[src/rtl/seg7_scan_ctrl.sv]
`default_nettype none
// ============================================================================
// Module   : seg7_scan_ctrl
// Purpose  : 4-digit common-anode 7-segment scan controller with guard time,
//            16-level PWM brightness and a double-buffered display register.
//            Optional leading-zero suppression with macro LZ_SUPPRESS_EN.
// Revision : 1.0 - initial release
// ============================================================================
module seg7_scan_ctrl #(
    parameter int SCAN_DIV  = 50000,
    parameter int GUARD_CYC = 16
) (
    input  logic        clk,
    input  logic        rst_n,
    input  logic        load,
    input  logic [15:0] din,
    input  logic [3:0]  dp_in,
    input  logic [3:0]  bright,
    output logic [3:0]  an,
    output logic [6:0]  seg,
    output logic        dp_n,
    output logic        frame_done
);

    localparam int              PW        = $clog2(SCAN_DIV);
    localparam logic [PW-1:0]   PH_LAST   = PW'(SCAN_DIV - 1);
    localparam logic [PW-1:0]   PH_PRE    = PW'(SCAN_DIV - 2);
    localparam logic [PW-1:0]   GUARD_END = PW'(GUARD_CYC);
    localparam logic [0:0]      ST_GUARD  = 1'b0;
    localparam logic [0:0]      ST_DRIVE  = 1'b1;

    logic [PW-1:0] phase_q, phase_d;
    logic [1:0]    idx_q, idx_d;
    logic [3:0]    pwm_q, pwm_d;
    logic [15:0]   pend_din_q, pend_din_d, act_din_q, act_din_d;
    logic [3:0]    pend_dp_q, pend_dp_d, act_dp_q, act_dp_d;
    logic [3:0]    pend_br_q, pend_br_d, act_br_q, act_br_d;
    logic [3:0]    an_q, an_d;
    logic [6:0]    seg_q, seg_d;
    logic          dp_n_q, dp_n_d;
    logic          fd_q, fd_d;

    logic [0:0]    slot_st;
    logic          frame_end;
    logic          drive_on;
    logic          blank;
    logic [3:0]    nib;

    function automatic logic [6:0] hex7(input logic [3:0] v);
        case (v)
            4'h0: hex7 = 7'h40;
            4'h1: hex7 = 7'h79;
            4'h2: hex7 = 7'h24;
            4'h3: hex7 = 7'h30;
            4'h4: hex7 = 7'h19;
            4'h5: hex7 = 7'h12;
            4'h6: hex7 = 7'h02;
            4'h7: hex7 = 7'h78;
            4'h8: hex7 = 7'h00;
            4'h9: hex7 = 7'h10;
            4'hA: hex7 = 7'h08;
            4'hB: hex7 = 7'h03;
            4'hC: hex7 = 7'h46;
            4'hD: hex7 = 7'h21;
            4'hE: hex7 = 7'h06;
            default: hex7 = 7'h0E;
        endcase
    endfunction

    always_comb begin
        frame_end = (idx_q == 2'd3) && (phase_q == PH_LAST);
        phase_d   = (phase_q == PH_LAST) ? '0 : phase_q + PW'(1);
        idx_d     = (phase_q == PH_LAST) ? idx_q + 2'd1 : idx_q;
        slot_st   = (phase_q < GUARD_END) ? ST_GUARD : ST_DRIVE;

        // pwm restarts at 0 on the first DRIVE clock of every slot
        if (phase_d < GUARD_END)
            pwm_d = 4'd0;
        else if (slot_st == ST_DRIVE)
            pwm_d = pwm_q + 4'd1;
        else
            pwm_d = pwm_q;

        pend_din_d = load ? din    : pend_din_q;
        pend_dp_d  = load ? dp_in  : pend_dp_q;
        pend_br_d  = load ? bright : pend_br_q;
        // a load on the commit clock bypasses straight into the active copy
        act_din_d  = frame_end ? pend_din_d : act_din_q;
        act_dp_d   = frame_end ? pend_dp_d  : act_dp_q;
        act_br_d   = frame_end ? pend_br_d  : act_br_q;

        case (idx_q)
            2'd0:    nib = act_din_q[3:0];
            2'd1:    nib = act_din_q[7:4];
            2'd2:    nib = act_din_q[11:8];
            default: nib = act_din_q[15:12];
        endcase

`ifdef LZ_SUPPRESS_EN
        case (idx_q)
            2'd3:    blank = (act_din_q[15:12] == 4'd0);
            2'd2:    blank = (act_din_q[15:8]  == 8'd0);
            2'd1:    blank = (act_din_q[15:4]  == 12'd0);
            default: blank = 1'b0;
        endcase
`else
        blank = 1'b0;
`endif

        drive_on = (slot_st == ST_DRIVE) && (pwm_q <= act_br_q);
        an_d     = drive_on ? ~(4'b0001 << idx_q) : 4'hF;
        seg_d    = (drive_on && !blank) ? hex7(nib) : 7'h7F;
        dp_n_d   = drive_on ? ~act_dp_q[idx_q] : 1'b1;
        // registered one clock early so the pulse lines up with the commit clock
        fd_d     = (idx_q == 2'd3) && (phase_q == PH_PRE);
    end

    always_ff @(posedge clk or negedge rst_n) begin
        if (!rst_n) begin
            phase_q    <= '0;
            idx_q      <= 2'd0;
            pwm_q      <= 4'd0;
            pend_din_q <= 16'd0;
            pend_dp_q  <= 4'd0;
            pend_br_q  <= 4'hF;
            act_din_q  <= 16'd0;
            act_dp_q   <= 4'd0;
            act_br_q   <= 4'hF;
            an_q       <= 4'hF;
            seg_q      <= 7'h7F;
            dp_n_q     <= 1'b1;
            fd_q       <= 1'b0;
        end else begin
            phase_q    <= phase_d;
            idx_q      <= idx_d;
            pwm_q      <= pwm_d;
            pend_din_q <= pend_din_d;
            pend_dp_q  <= pend_dp_d;
            pend_br_q  <= pend_br_d;
            act_din_q  <= act_din_d;
            act_dp_q   <= act_dp_d;
            act_br_q   <= act_br_d;
            an_q       <= an_d;
            seg_q      <= seg_d;
            dp_n_q     <= dp_n_d;
            fd_q       <= fd_d;
        end
    end

    assign an         = an_q;
    assign seg        = seg_q;
    assign dp_n       = dp_n_q;
    assign frame_done = fd_q;

endmodule
`default_nettype wire

[config.mk]
export PLATFORM = sky130hd
export DESIGN_NAME = seg7_scan_ctrl
export DESIGN_NICKNAME = d
export VERILOG_FILES = /design/src/rtl/seg7_scan_ctrl.sv
export SDC_FILE = /design/constraint.sdc
export NUM_CORES = 1
export LEC_CHECK = 0
export CORE_MARGIN = 2
export CORE_UTILIZATION = 45
export CTS_CLUSTER_DIAMETER = 150
export DETAILED_ROUTE_END_ITERATION = 8
export PLACE_DENSITY = 0.73
export SYNTH_ARGS = -nofsm -noshare
export SYNTH_HDL_FRONTEND = slang
export SYNTH_SLANG_ARGS = --single-unit
[constraint.sdc]
create_clock -name clk -period 2.5 [get_ports clk]
set_input_delay 0.5 -clock clk [delete_from_list [all_inputs] [get_ports clk]]
set_output_delay 0.5 -clock clk [all_outputs]
set_load 0.05 [all_outputs]
==> results.ini <==
[setup_path]
critPathRequiredTime_ps = 2720
setup.worst_path.end_class = register
cp_max_fo = 5
rr_worst_depth = 7
setup.worst_path.start_class = register
crit_arrival_ps = 2610
r2r_slack_ps = 110
crit_type = register to register
startpoint = phase_q[7]$_DFF_PN0_
worstReg2RegStart = phase_q[7]$_DFF_PN0_
cp-endpoint = pwm_q[0]$_DFFE_PN0P_
r2r_end = pwm_q[0]$_DFFE_PN0P_

[detailed_routing]
drc = 0
top_layer = met4
routedWlPerCell_um = 15.2
first_iter_violations = 133
route.met2.wl_um = 3590
m1WireLength_um = 3240
wl_um = 7320
drt-pass1-iter-count = 4
met3_length_um = 302
via_per_inst = 5.41
ant_nets = 0
dr_total_vias = 2603

[sta]
maxSlewHeadroom = 0.506
timing.fmax_mhz = 419
finalClockSkew_ps = 7.39
hold_violations = 0
finalSetupViolations = 0
finalCriticalPeriod_ps = 2390
drv_slew = 0
hold_ws_ps = 144
worst_slew_pin_slew_ps = 727
setup-tns-final_ps = 0
timing.final.ws_setup_ps = 113
fin_crit_sh = 0.955

[run_status]
status = finished, final reports clean

[pwr]
peakVddDrop_mv = 0.214
power_density_nw_per_um2 = 526
power_leakage_uw = 0.00206

[grt]
grt_pass1_wl_um = 12700
grt_max_degree = 46
antenna_found_initial = 0
grt.overflow.total = 0
grt_pass1_vias = 2661
grtUsageTotal = 0.164

[clock_network]
cts_tree = done
clock_path_buffers = 2
hold_buffers = 0
clk-insertion-delay-late_ps = 350
h-tree-depth = 3
root_buffer = clkbuf_8
clkSlewWorstSetupHoldPaths_ps = 80
cts_made_buffers = 9
cts.sinks = 83

[die]
rows = 34
die_y_um = 97.6
dieArea_um2 = 9530
ioPinCount = 40
die_w_um = 97.6
coreArea_um2 = 8590
start_util = 0.459

[logic_synthesis]
synthCells = 317
syn_area_um2 = 3940
synth_edf_count = 0
async_flop_share = 1.00
ys.warnings.count = 0
ys_ff_latch = 83
synth_nets = 361
yosysMostFrequentCell = dfrtp_1
avgSynthCellArea_um2 = 12.4
synth_top_area_share = 0.400
yosys.area.top_type = dfrtp_1
synthTopCellsByArea = dfrtp_1 40%, dfstp_2 13%, mux2_2 8.3%, mux2_1 5.7%, ha_1 5.4%
synthTopCellsByCount = 63 x dfrtp_1, 29 x mux2_2, 20 x dfstp_2, 20 x mux2_1, 19 x nand2_1
synthFlopType = dfrtp_1
yosysUniqueCellTypes = 48
ys_seq_area_frac = 0.533

[finish]
nNetsFinal = 412
num_antenna_cells = 0
stdcell_area_um2 = 4760
fillers = 723
fin_util = 0.554
drive_gt1_frac = 0.255
synthToLayoutAreaGrowth_pct = 20.7

[placed_design]
portBuffers = 39
dpl-instance-area_um2 = 4520
pre_cts_ws_ps = 9.61
place_congestion = 0.911
hpwl_um = 5360

[run]
maxCapViolCount = 0

[worst_hold_path]
hold_path_class = input pin to asynchronous set/reset pin

-- stage by stage --
step,total power (uW),std cells
floorplan,1470,317
global placement,1560,463
detailed placement,1560,463
CTS,2540,479
global route,2600,481
finish,2500,481
-- cell usage in the layout, fill, tap and decap left out, types with 9 or more instances in the layout --
master,instances
clkbuf_8,9
inv_1,14
dfstp_2,20
a21oi_1,10
clkdlybuf4s50_1,38
mux2_1,20
mux2_2,29
nor2_1,11
ha_1,14
dfrtp_1,63
nand2_1,19
buf_4,14
-- cell type report --
class | count | area [um^2] | share of cell area
Sequential cell | 83 | 2100 | 0.442
Multi-Input combinational cell | 204 | 1720 | 0.361
Timing Repair Buffer | 55 | 546 | 0.115
Tap cell | 108 | 135 | 0.0284
Clock buffer | 9 | 124 | 0.0260
Clock inverter | 7 | 75.1 | 0.0158
Inverter | 15 | 56.3 | 0.0118
-- where the power goes --
part	internal (uW)	switching [uW]	leakage [uW]
clock	469	503	0.0000943
combinational	77.6	59.0	0.000934
sequential	1390	8.52	0.00103
total	1930	571	0.00206
-- sequential cells by signal, summed over array words and instances (netlist names) --
register and count:
phase_q 16, dp_n 1, pwm_q 4, pend_dp_q 4
seg 7, frame_done 1, pend_br_q 4, act_dp_q 4
pend_din_q 16, idx_q 2, act_br_q 4, act_din_q 16
an 4
-- kinds of logic after synthesis --
logic type / Yosys count / synth area share
compound gates: 34 / 0.0574
xor+xnor: 16 / 0.0355
fa+ha+maj: 17 / 0.0540
buf+inv: 30 / 0.0371
flops: 83 / 0.533
mux: 60 / 0.171
simple gates: 77 / 0.112
-- timing repair --
action,in CTS,in global routing
resized for setup,1,7
pin swaps,0,0
buffers inserted,0,2
setup endpoints to repair,1,11
-- worst min-delay path by stage --
stage / from / endpoint / slack [ps] / depth (start not counted)
final: rst_n / pend_din_q[1]$_DFF_PN0_ / 140 / 1
after global routing: rst_n / pend_din_q[5]$_DFF_PN0_ / 180 / 1
after CTS: rst_n / pend_din_q[5]$_DFF_PN0_ / 160 / 1
after detailed placement: act_dp_q[1]$_DFFE_PN0P_ / act_dp_q[1]$_DFFE_PN0P_ / 470 / 1
after global placement: act_dp_q[1]$_DFFE_PN0P_ / act_dp_q[1]$_DFFE_PN0P_ / 460 / 1
after floorplan: rst_n / act_din_q[0]$_DFFE_PN0P_ / 200 / 0
-- worst max-delay path, stage by stage, from the launching register on --
cell and delay, ps:
dfrtp_1 440, buf_4 160, nand3_1 160, nor4_1 400, xor2_1 190, or3b_4 440
nor4b_4 350, a21oi_1 120
-- per-layer routing --
metal,track usage,up-vias
met5,0,-
met4,0.0780,0
met3,0.0374,18
li1,-,1228
met2,0.272,61
met1,0.204,1296
Power figures use the tool's default switching activity.
